`config.mk`:
```
export PLATFORM = sky130hd
export DESIGN_NAME = sdram_port_arb_flat
export DESIGN_NICKNAME = d
export VERILOG_FILES = /design/src/rtl/sdram_pkg.sv /design/src/rtl/sdram_port_arb_if.sv /design/src/rtl/sdram_rr_arb.sv /design/src/rtl/sdram_port_arb.sv /design/src/flat_wrapper.sv
export SDC_FILE = /design/constraint.sdc
export NUM_CORES = 1
export LEC_CHECK = 0
export ABC_AREA = 1
export BUFFER_PORTS_ARGS = -buffer_cell sky130_fd_sc_hd__buf_2
export CELL_PAD_IN_SITES_DETAIL_PLACEMENT = 0
export CELL_PAD_IN_SITES_GLOBAL_PLACEMENT = 1
export CORE_MARGIN = 4
export CORE_UTILIZATION = 28
export CTS_BUF_LIST = sky130_fd_sc_hd__clkbuf_2 sky130_fd_sc_hd__clkbuf_4 sky130_fd_sc_hd__clkbuf_8
export CTS_CLUSTER_SIZE = 30
export DETAILED_ROUTE_END_ITERATION = 8
export PLACE_DENSITY = 0.94
export SLEW_MARGIN = 20
export SYNTH_ARGS = -nofsm -noshare
export SYNTH_HDL_FRONTEND = slang
export SYNTH_SLANG_ARGS = --single-unit
```
`constraint.sdc`:
```
create_clock -name clk -period 3.1 [get_ports clk]
set_input_delay 0.31 -clock clk [delete_from_list [all_inputs] [get_ports clk]]
set_output_delay 0.31 -clock clk [all_outputs]
set_load 0.1 [all_outputs]
```
`src/rtl/sdram_pkg.sv`:
```
// Shared types for the two-client SDRAM port arbiter.
package sdram_pkg;

  typedef enum logic [1:0] {
    IDLE    = 2'd0,
    PEND    = 2'd1,
    RD_WAIT = 2'd2
  } arb_state_t;

  typedef logic port_id_t;

endpackage

```
`src/rtl/sdram_port_arb_if.sv`:
```
// Client and controller-side signal bundle for sdram_port_arb; slave is the arbiter view.
interface sdram_port_arb_if #(
  parameter int unsigned ADDR_WIDTH = 24,
  parameter int unsigned DATA_WIDTH = 32
);
  localparam int unsigned BE_WIDTH = DATA_WIDTH / 8;

  logic                  p0_rd;
  logic [BE_WIDTH-1:0]   p0_wr;
  logic [ADDR_WIDTH-1:0] p0_addr;
  logic [DATA_WIDTH-1:0] p0_wdata;
  logic                  p0_ack;
  logic                  p0_rvalid;
  logic [DATA_WIDTH-1:0] p0_rdata;

  logic                  p1_rd;
  logic [BE_WIDTH-1:0]   p1_wr;
  logic [ADDR_WIDTH-1:0] p1_addr;
  logic [DATA_WIDTH-1:0] p1_wdata;
  logic                  p1_ack;
  logic                  p1_rvalid;
  logic [DATA_WIDTH-1:0] p1_rdata;

  logic                  core_rd;
  logic [BE_WIDTH-1:0]   core_wr;
  logic [ADDR_WIDTH-1:0] core_addr;
  logic [DATA_WIDTH-1:0] core_wdata;
  logic                  core_rdy;
  logic                  core_rvalid;
  logic [DATA_WIDTH-1:0] core_rdata;

  modport slave (
    input  p0_rd, p0_wr, p0_addr, p0_wdata,
    output p0_ack, p0_rvalid, p0_rdata,
    input  p1_rd, p1_wr, p1_addr, p1_wdata,
    output p1_ack, p1_rvalid, p1_rdata,
    output core_rd, core_wr, core_addr, core_wdata,
    input  core_rdy, core_rvalid, core_rdata
  );

  modport master (
    output p0_rd, p0_wr, p0_addr, p0_wdata,
    input  p0_ack, p0_rvalid, p0_rdata,
    output p1_rd, p1_wr, p1_addr, p1_wdata,
    input  p1_ack, p1_rvalid, p1_rdata,
    input  core_rd, core_wr, core_addr, core_wdata,
    output core_rdy, core_rvalid, core_rdata
  );

endinterface

```
`src/rtl/sdram_rr_arb.sv`:
```
// Two-request round-robin arbiter with one-hot grant; p0 wins the first tie after reset.
module sdram_rr_arb (
  input  logic       clk,
  input  logic       rst,
  input  logic [1:0] i_req,
  input  logic       i_en,
  output logic [1:0] o_gnt
);

  logic r_last;  // index of the client granted most recently

  always_comb begin
    o_gnt = 2'b00;
    if (i_en) begin
      if (i_req == 2'b11) o_gnt = r_last ? 2'b01 : 2'b10;
      else                o_gnt = i_req;
    end
  end

  always_ff @(posedge clk) begin
    if (rst)         r_last <= 1'b1;
    else if (|o_gnt) r_last <= o_gnt[1];
  end

endmodule

```
`src/rtl/sdram_port_arb.sv`:
```
// Two-client SDRAM port arbiter, one request in flight at a time.
// Define SDRAM_ARB_TIMEOUT_EN to add a read-wait watchdog of TIMEOUT_CYCLES.
module sdram_port_arb
  import sdram_pkg::*;
#(
  parameter int unsigned ADDR_WIDTH     = 24,
  parameter int unsigned DATA_WIDTH     = 32,
  parameter int unsigned TIMEOUT_CYCLES = 64
) (
  input  logic             clk,
  input  logic             rst,
  sdram_port_arb_if.slave  bus,
  output logic             err
);

  localparam int unsigned BE_WIDTH = DATA_WIDTH / 8;

  if (!(DATA_WIDTH == 8 || DATA_WIDTH == 16 || DATA_WIDTH == 32) || TIMEOUT_CYCLES == 0)
  begin : g_bad_param
    $error("sdram_port_arb: illegal DATA_WIDTH or TIMEOUT_CYCLES");
  end

  arb_state_t            r_state, w_state_nxt;
  logic                  r_rd;
  logic [BE_WIDTH-1:0]   r_wr;
  logic [ADDR_WIDTH-1:0] r_addr;
  logic [DATA_WIDTH-1:0] r_wdata;
  port_id_t              r_owner;

  logic [1:0]            w_req, w_gnt;
  logic                  w_arb_en, w_pend, w_tmo, w_rvalid;
  port_id_t              w_sel;
  logic                  w_sel_rd;
  logic [BE_WIDTH-1:0]   w_sel_wr;
  logic [ADDR_WIDTH-1:0] w_sel_addr;
  logic [DATA_WIDTH-1:0] w_sel_wdata, w_rdata;

  assign w_req    = {bus.p1_rd | (|bus.p1_wr), bus.p0_rd | (|bus.p0_wr)};
  assign w_arb_en = (r_state == IDLE) && !rst;

  sdram_rr_arb u_rr_arb (
    .clk   (clk),
    .rst   (rst),
    .i_req (w_req),
    .i_en  (w_arb_en),
    .o_gnt (w_gnt)
  );

  assign bus.p0_ack  = w_gnt[0];
  assign bus.p1_ack  = w_gnt[1];
  assign w_sel       = port_id_t'(w_gnt[1]);
  assign w_sel_rd    = w_sel ? bus.p1_rd    : bus.p0_rd;
  assign w_sel_wr    = w_sel ? bus.p1_wr    : bus.p0_wr;
  assign w_sel_addr  = w_sel ? bus.p1_addr  : bus.p0_addr;
  assign w_sel_wdata = w_sel ? bus.p1_wdata : bus.p0_wdata;

  always_comb begin
    w_state_nxt = r_state;
    unique case (r_state)
      IDLE:    if (|w_gnt) w_state_nxt = PEND;
      PEND:    if (bus.core_rdy) w_state_nxt = r_rd ? RD_WAIT : IDLE;
      RD_WAIT: if (bus.core_rvalid || w_tmo) w_state_nxt = IDLE;
      default: w_state_nxt = IDLE;
    endcase
  end

  always_ff @(posedge clk) begin
    if (rst) begin
      r_state <= IDLE;
      r_rd    <= 1'b0;
      r_wr    <= '0;
      r_addr  <= '0;
      r_wdata <= '0;
      r_owner <= 1'b0;
      err     <= 1'b0;
    end else begin
      r_state <= w_state_nxt;
      if (|w_gnt) begin
        // A combined read+write request is treated as a plain read.
        r_rd    <= w_sel_rd;
        r_wr    <= w_sel_rd ? '0 : w_sel_wr;
        r_addr  <= w_sel_addr;
        r_wdata <= w_sel_wdata;
        r_owner <= w_sel;
      end
      if ((bus.core_rvalid && r_state != RD_WAIT) || w_tmo) err <= 1'b1;
    end
  end

`ifdef SDRAM_ARB_TIMEOUT_EN
  localparam int unsigned CntW = $clog2(TIMEOUT_CYCLES + 1);
  logic [CntW-1:0] r_tmo_cnt;

  assign w_tmo = (r_state == RD_WAIT) && (r_tmo_cnt == CntW'(TIMEOUT_CYCLES - 1));

  always_ff @(posedge clk) begin
    if (rst || r_state != RD_WAIT) r_tmo_cnt <= '0;
    else                           r_tmo_cnt <= r_tmo_cnt + 1'b1;
  end
`else
  assign w_tmo = 1'b0;
`endif

  assign w_pend         = (r_state == PEND) && !rst;
  assign bus.core_rd    = w_pend && r_rd;
  assign bus.core_wr    = w_pend ? r_wr : '0;
  assign bus.core_addr  = r_addr;
  assign bus.core_wdata = r_wdata;

  // A timed-out read returns zero data.
  assign w_rvalid      = (r_state == RD_WAIT) && !rst && (bus.core_rvalid || w_tmo);
  assign w_rdata       = bus.core_rvalid ? bus.core_rdata : '0;
  assign bus.p0_rvalid = w_rvalid && (r_owner == 1'b0);
  assign bus.p1_rvalid = w_rvalid && (r_owner == 1'b1);
  assign bus.p0_rdata  = bus.p0_rvalid ? w_rdata : '0;
  assign bus.p1_rdata  = bus.p1_rvalid ? w_rdata : '0;

endmodule

```
`src/flat_wrapper.sv`:
```
// flat-port wrapper written by rule: the top's interface ports become plain ports
module sdram_port_arb_flat import sdram_pkg::*;
#(
  parameter int unsigned ADDR_WIDTH     = 24,
  parameter int unsigned DATA_WIDTH     = 32,
  parameter int unsigned TIMEOUT_CYCLES = 64
)
  (clk, rst, err, bus_p0_rd, bus_p0_wr, bus_p0_addr, bus_p0_wdata, bus_p0_ack, bus_p0_rvalid, bus_p0_rdata, bus_p1_rd, bus_p1_wr, bus_p1_addr, bus_p1_wdata, bus_p1_ack, bus_p1_rvalid, bus_p1_rdata, bus_core_rd, bus_core_wr, bus_core_addr, bus_core_wdata, bus_core_rdy, bus_core_rvalid, bus_core_rdata);
  sdram_port_arb_if #(.ADDR_WIDTH(ADDR_WIDTH), .DATA_WIDTH(DATA_WIDTH)) bus_i ();
  input  logic clk;
  input  logic rst;
  output logic err;
  input wire logic [$bits(bus_i.p0_rd)-1:0] bus_p0_rd;
  input wire logic [$bits(bus_i.p0_wr)-1:0] bus_p0_wr;
  input wire logic [$bits(bus_i.p0_addr)-1:0] bus_p0_addr;
  input wire logic [$bits(bus_i.p0_wdata)-1:0] bus_p0_wdata;
  output wire logic [$bits(bus_i.p0_ack)-1:0] bus_p0_ack;
  output wire logic [$bits(bus_i.p0_rvalid)-1:0] bus_p0_rvalid;
  output wire logic [$bits(bus_i.p0_rdata)-1:0] bus_p0_rdata;
  input wire logic [$bits(bus_i.p1_rd)-1:0] bus_p1_rd;
  input wire logic [$bits(bus_i.p1_wr)-1:0] bus_p1_wr;
  input wire logic [$bits(bus_i.p1_addr)-1:0] bus_p1_addr;
  input wire logic [$bits(bus_i.p1_wdata)-1:0] bus_p1_wdata;
  output wire logic [$bits(bus_i.p1_ack)-1:0] bus_p1_ack;
  output wire logic [$bits(bus_i.p1_rvalid)-1:0] bus_p1_rvalid;
  output wire logic [$bits(bus_i.p1_rdata)-1:0] bus_p1_rdata;
  output wire logic [$bits(bus_i.core_rd)-1:0] bus_core_rd;
  output wire logic [$bits(bus_i.core_wr)-1:0] bus_core_wr;
  output wire logic [$bits(bus_i.core_addr)-1:0] bus_core_addr;
  output wire logic [$bits(bus_i.core_wdata)-1:0] bus_core_wdata;
  input wire logic [$bits(bus_i.core_rdy)-1:0] bus_core_rdy;
  input wire logic [$bits(bus_i.core_rvalid)-1:0] bus_core_rvalid;
  input wire logic [$bits(bus_i.core_rdata)-1:0] bus_core_rdata;
  assign bus_i.p0_rd = bus_p0_rd;
  assign bus_i.p0_wr = bus_p0_wr;
  assign bus_i.p0_addr = bus_p0_addr;
  assign bus_i.p0_wdata = bus_p0_wdata;
  assign bus_p0_ack = bus_i.p0_ack;
  assign bus_p0_rvalid = bus_i.p0_rvalid;
  assign bus_p0_rdata = bus_i.p0_rdata;
  assign bus_i.p1_rd = bus_p1_rd;
  assign bus_i.p1_wr = bus_p1_wr;
  assign bus_i.p1_addr = bus_p1_addr;
  assign bus_i.p1_wdata = bus_p1_wdata;
  assign bus_p1_ack = bus_i.p1_ack;
  assign bus_p1_rvalid = bus_i.p1_rvalid;
  assign bus_p1_rdata = bus_i.p1_rdata;
  assign bus_core_rd = bus_i.core_rd;
  assign bus_core_wr = bus_i.core_wr;
  assign bus_core_addr = bus_i.core_addr;
  assign bus_core_wdata = bus_i.core_wdata;
  assign bus_i.core_rdy = bus_core_rdy;
  assign bus_i.core_rvalid = bus_core_rvalid;
  assign bus_i.core_rdata = bus_core_rdata;
  sdram_port_arb #(.ADDR_WIDTH(ADDR_WIDTH), .DATA_WIDTH(DATA_WIDTH), .TIMEOUT_CYCLES(TIMEOUT_CYCLES)) u_core (.clk(clk), .rst(rst), .bus(bus_i), .err(err));
endmodule
```
==> flow_summary.ini, run 1 <==
[min_path]
hold_start = bus_core_rdy
hold_depth = 3
hp-class = in2reg
holdPathEnd = u_core.r_state[1]

[clocking]
ctsResizeCount = 0
htree_num_levels = 3
clockBufferDepth = 2
post_cts_buffers = 0
root_buffer = clkbuf_8
cts_hold_buf = 0
clkLatencyLatePin_ns = 0.34
cts_tree = built
cts_buffers = 9
cts.sinks = 66
path_clk_slew_ns = 0.07

[setup_path]
r2r_end = u_core.bus.core_wdata[7]
cp_top_family = buffers and inverters
rr_worst_depth = 10
cp_common_cell = inv_1
slowest_stage = buf_2
endpoint_kind = primary output
cp.required_ns = 2.79
cp-start-kind = flip-flop
worstPathArrival_ns = 2.33
worstSetupPathType = reg2out
slowest_delay_ns = 0.43
worstPathMaxFanout = 32
ff2ff_setup_slack_ns = 1.07
rr_startpoint = u_core.r_state[0]
worst-path-buf-inv = 5
crit_chain = inv_1 -> nor2_1 -> inv_1 -> nor4_4 -> inv_2 -> buf_4 -> nor2_4 -> buf_2

[timing]
final.setup.tns_ns = 0
slew_viol_final = 0
period_share_pct = 85.0
setup_viol_count_final = 0
worst_slew_pin_slew_ns = 0.810
finalHoldViolations = 0
finClkSkew_ns = 0.00846
min_period_ns = 2.64
relSlewSlack_pct = 46.0
rsz0062_at_grt = false
fmax_mhz = 379

[grt]
track_usage_pct = 17.8
overflow = 0
busiest_layer = met2
grt_pass1_wl_um = 22600
antenna_found_initial = 2
met2_usage_pct = 32.0
grtUsageMet3_pct = 5.84
grt_max_degree = 64
grt_use_met1_pct = 20.0
grt_pass1_vias = 4434

[finish]
register_area_mm2 = 0.00132
fin_area_mm2 = 0.00635
multiInputGateArea_mm2 = 0.00210
fin_nets = 1041
drive_above_1_share_pct = 46.1
diodes = 0
syn2layout_area_growth_pct = 68.1
fillers = 1396

[job]
maxCapViolCount = 0

[route]
detail_route.iter0.violations = 178
drc = 0
routed_wl_um = 14000
ant_nets = 0
avgRoutedWirePerCell_um = 13.2
vias_per_cell = 4.38
num_vias = 4656
drt_first_pass_iters = 5

[floorplanning]
die_width_um = 124
core-area_mm2 = 0.0132
dieArea_mm2 = 0.0154
chipHeight_um = 124
start_util_pct = 28.6
rows = 42
ioPinCount = 288

[logic_synthesis]
synth_area_mm2 = 0.00378
yosysMostFrequentCell = nand2_1
synthDistinctLibCells = 22
ys_async_sr_fraction_pct = 0
synth_edf_count = 0
ys_dominant_reg_cell = dfxtp_1
ys_seq_area_share_pct = 34.9
yosys.area.top_type = dfxtp_1
syn_nets = 773
synthTopCellsByCount = nand2_1 (130), nand3_1 (124), inv_1 (100), nor2_1 (77), dfxtp_1 (66)
syn-instance-count = 615
yosys.area.top_type_share_pct = 34.9
synth-seq-cells = 66
ys_warn_count = 0
ys_top_cells_by_area = dfxtp_1 (35%), nand3_1 (16%), nand2_1 (13%)
synth_area_per_cell_um2 = 6.15

[run_status]
status = finished, final reports clean

[place]
io_buffer_count = 287
gp_congestion = 0.891
dpl_cell_area_mm2 = 0.00604
place_hpwl_um = 10900

[power_and_ir_drop]
vdd_ir_drop_max_v = 0.000262
power.density_mw_per_mm2 = 555
totalPowerFinal_mw = 3.53
p_leak_nw = 3.71
## worst register-to-register path, stage by stage (launching register included)
cell,delay [ns]
dfxtp_1,0.36
nor3_4,0.26
nand2_2,0.13
clkinv_2,0.10
nand2_4,0.05
clkinv_2,0.26
buf_4,0.44
nand2_1,0.14
nand3_1,0.09
nand3_1,0.08
inv_1,0.07
## power by group
| group | switching, mW | leakage, nW | internal (mW) |
|---|---|---|---|
| clock network | 0.354 | 0.154 | 0.780 |
| registers | 0.0458 | 0.548 | 0.951 |
| logic | 1.07 | 3.01 | 0.325 |
## sequential cells by signal, indices dropped and copies added, names as in the netlist
register / count
u_core.u_rr_arb.r_last: 1
u_core.r_wr: 4
u_core.err: 1
u_core.bus.core_addr: 24
u_core.bus.core_wdata: 32
u_core.r_state: 2
u_core.r_owner: 1
u_core.r_rd: 1
## kinds of logic after synthesis
| family | after synthesis | share of synthesized area (%) |
|---|---|---|
| DFF | 66 | 34.9 |
| buffers and inverters | 144 | 15.6 |
| AOI/OAI and AO/OA | 12 | 1.69 |
| and+or+nand+nor | 393 | 47.8 |
## stage by stage
stage | hold WS (ns) | setup WS, ns | util [%] | std cells
floorplan | 0.445 | -0.439 | - | 615
global placement | 0.456 | 0.875 | 45.6 | 1048
detailed placement | 0.459 | 0.818 | 45.6 | 1048
CTS | 0.197 | 0.424 | 48.0 | 1064
global route | 0.188 | 0.240 | 48.0 | 1064
finish | 0.217 | 0.464 | 48.0 | 1064
## placed cells by master (no fill, tap or decap), drive strengths merged
cell	instances
a21oi	8
a31oi	1
buf	294
bufinv	6
clkbuf	9
clkinv	3
dfxtp	66
inv	105
nand2	133
nand3	124
nand4	1
nor2	77
nor3	1
nor4	1
o211ai	1
o21ai	2
or2	56
## layer usage
metal | part of all wire, % | routed length, µm | up-vias
met5 | 0.10 | 14 | -
met4 | 2.1 | 291 | 4
met3 | 9.0 | 1270 | 20
met2 | 50 | 6970 | 198
met1 | 39 | 5480 | 2046
li1 | - | - | 2388
## worst max path at each step
stage	end	depth (start not counted)	from	slack [ns]
after global routing	bus_p0_rdata[31]	8	u_core.r_state[1]	0.24
after detailed placement	bus_p0_rdata[25]	8	u_core.r_state[1]	0.82
final	bus_p0_rdata[25]	8	u_core.r_state[1]	0.46
after global placement	bus_p0_rdata[25]	8	u_core.r_state[1]	0.87
after CTS	bus_p0_rdata[25]	8	u_core.r_state[1]	0.42
after floorplan	bus_p0_rdata[0]	6	u_core.r_state[1]	-0.44
## layout make-up
| cell class | count | share of cell area [%] |
|---|---|---|
| clock inverters | 7 | 2.97 |
| flip-flops and latches | 66 | 20.8 |
| inverters | 107 | 6.36 |
| repair buffers | 294 | 31.4 |
| well taps | 176 | 3.47 |
| clock buffers | 9 | 1.95 |
| multi-input cells | 405 | 33.0 |
Power figures use the tool's default switching activity.
==> inputs of run 2 (changes only) <==
ABC_AREA = default   (was 1)
CORE_UTILIZATION = 27   (was 28)
PLACE_DENSITY = 0.92   (was 0.94)
==> run 2 against run 1 <==
Total power down 28%; via count down 13%; sequential cell count unchanged; largest cell class unchanged; highest routed layer is now met4.
==> flow_summary.ini, run 2 <==
[logic_synthesis]
yosys.area_share.simple_pct = 30.5
ys_warn_count = 0
synth_fa_ha_area_share_pct = 0
syn_nets = 607
synth_xor_area_share_pct = 0
synth-seq-cells = 66
yosys.area.top_type = dfxtp_1
yosys.area.top_type_share_pct = 39.7
ys_dominant_reg_cell = dfxtp_1
synthDistinctLibCells = 32
syn-instance-count = 449
synth_top_family_by_area = simple AND/OR/NAND/NOR gates
ys_async_sr_fraction_pct = 0
synthMuxAreaShare_pct = 0
yosysMostFrequentCell = nand2_1
synth_area_mm2 = 0.00333
ys_seq_area_share_pct = 39.7
synthTopCellsByCount = nand2_1 (115), dfxtp_1 (66), and2_1 (65), a31oi_1 (56), o21ai_0 (56)
synth_compound_area_share_pct = 23.2
ys_top_cells_by_area = dfxtp_1 (40%), nand2_1 (13%), and2_1 (12%)
synth_edf_count = 0
synth_area_per_cell_um2 = 7.42

[min_path]
hold_start = bus_p1_wdata[17]
hp-class = in2reg
hold_depth = 3
holdPathEnd = u_core.bus.core_wdata[17]

[place]
gp_congestion = 0.798
place_hpwl_um = 9690
io_buffer_count = 287
pre_cts_slack_ns = 0.859
dp_cells = 870

[clocking]
clkLatencyLatePin_ns = 0.34
root_buffer = clkbuf_8
path_clk_slew_ns = 0.08
clockBufferDepth = 2
ctsResizeCount = 0
cts_buffers = 9
post_cts_buffers = 0
cts_tree = built
cts_hold_buf = 0
htree_num_levels = 3
cts.sinks = 66

[floorplanning]
dieArea_mm2 = 0.0142
rows = 40
core-area_mm2 = 0.0121
chipHeight_um = 119
ioPinCount = 288
die_width_um = 119
start_util_pct = 27.6

[finish]
largest_reg_flops = 32
diodes = 0
final_common_cell = buf_2
final_cell_mix = buf_2 (286), nand2_1 (115), dfxtp_1 (66)
drive_above_1_share_pct = 44.2
utilization_pct = 42.1
syn2layout_area_growth_pct = 52.3
fin_nets = 871
fin_cells = 886

[route]
vias_per_cell = 4.58
drc = 0
drt_first_pass_iters = 5
num_vias = 4059
ant_nets = 0
avgRoutedWirePerCell_um = 14.2
detail_route.iter0.violations = 242
routed_wl_um = 12600

[power_and_ir_drop]
power.density_mw_per_mm2 = 504
p_leak_nw = 2.71
totalPowerFinal_mw = 2.56
vdd_ir_drop_max_v = 0.000277

[timing]
min_period_ns = 2.56
setup_viol_count_final = 0
period_share_pct = 82.7
worst_slew_pin_slew_ns = 0.847
slew_viol_final = 0
finClkSkew_ns = 0.0120
finalHoldViolations = 0
fmax_mhz = 390
final.setup.tns_ns = 0
setup_ws_ns = 0.537
relSlewSlack_pct = 43.6
rsz0062_at_grt = false

[grt]
overflow = 0
grt_pass1_wl_um = 19300
track_usage_pct = 16.8
antenna_found_initial = 0
grt_max_degree = 67
grt_pass1_vias = 3896

[setup_path]
worstPathArrival_ns = 2.25
r2r_end = u_core.bus.core_addr[21]
worstPathMaxFanout = 23
ff2ff_setup_slack_ns = 1.04
endpoint_kind = primary output
cp-start-kind = flip-flop
worstSetupPathType = reg2out
cp.required_ns = 2.79
rr_startpoint = u_core.r_state[0]
rr_worst_depth = 7

[job]
maxCapViolCount = 0

[run_status]
status = finished, final reports clean
run 2: cell types whose count changed after synthesis, moves of 15 or more:
cell	before	now
a31oi_1	1	56
and2_1	0	65
inv_1	100	6
nand2_1	130	115
nand3_1	124	2
nor2_1	77	7
o21ai_0	2	56
or2_2	56	0
run 2: final cells by class:
| cell class | count | area, µm² |
|---|---|---|
| Clock buffer | 10 | 131 |
| Clock inverter | 6 | 42.5 |
| Fill cell | 1338 | 6990 |
| Inverter | 8 | 30.0 |
| Multi-Input combinational cell | 336 | 1810 |
| Sequential cell | 66 | 1320 |
| Tap cell | 168 | 210 |
| Timing Repair Buffer | 292 | 1530 |
run 2: per-stage QoR:
step | cell area (µm²) | hold WS [ns]
floorplan | 3330 | 0.450
global placement | 4900 | 0.462
detailed placement | 4900 | 0.464
CTS | 5080 | 0.201
global route | 5080 | 0.206
finish | 5080 | 0.225
run 2: how the worst max path moves through the flow:
stage                      start                to  slack, ns  cells after the start
5_1_grt        u_core.r_state[0]  bus_p0_rdata[27]       0.33                      5
3_3_place_gp   u_core.r_state[0]   bus_p0_rdata[1]       0.88                      5
3_5_place_dp   u_core.r_state[0]  bus_p0_rdata[25]       0.86                      5
4_1_cts        u_core.r_state[0]  bus_p0_rdata[25]       0.49                      5
6_report       u_core.r_state[0]   bus_p0_rdata[1]       0.54                      5
2_1_floorplan  u_core.r_state[0]  bus_p1_rdata[22]       0.38                      5
run 2: kinds of logic (layout without fill, tap and decap cells):
kind of cell | after synthesis | count (layout)
AND/OR/NAND/NOR | 206 | 206
flip-flops | 66 | 66
AO/OA/AOI/OAI | 130 | 130
buffers and inverters | 47 | 316
run 2: power breakdown:
part	switching, mW	internal [mW]	total, mW	leakage (nW)
clock	0.346	0.300	0.646	0.0861
sequential	0.0380	0.927	0.965	0.547
combinational	0.745	0.200	0.945	2.08
total	1.13	1.43	2.56	2.71
run 2: routing by layer:
metal	routed length (µm)	part of all wire [%]	up-vias	GRT usage, %
met5	0	0	-	0
met3	1420	11	18	6.74
met2	6440	51	192	30.7
met4	194	1.5	0	5.29
met1	4560	36	1781	17.4
li1	-	-	2068	-
run 2: critical path: stages (launching register included):
cell      delay [ns]
dfxtp_1         0.40
nand2b_1        0.29
nor4_4          0.47
buf_12          0.22
and2_1          0.13
buf_2           0.42
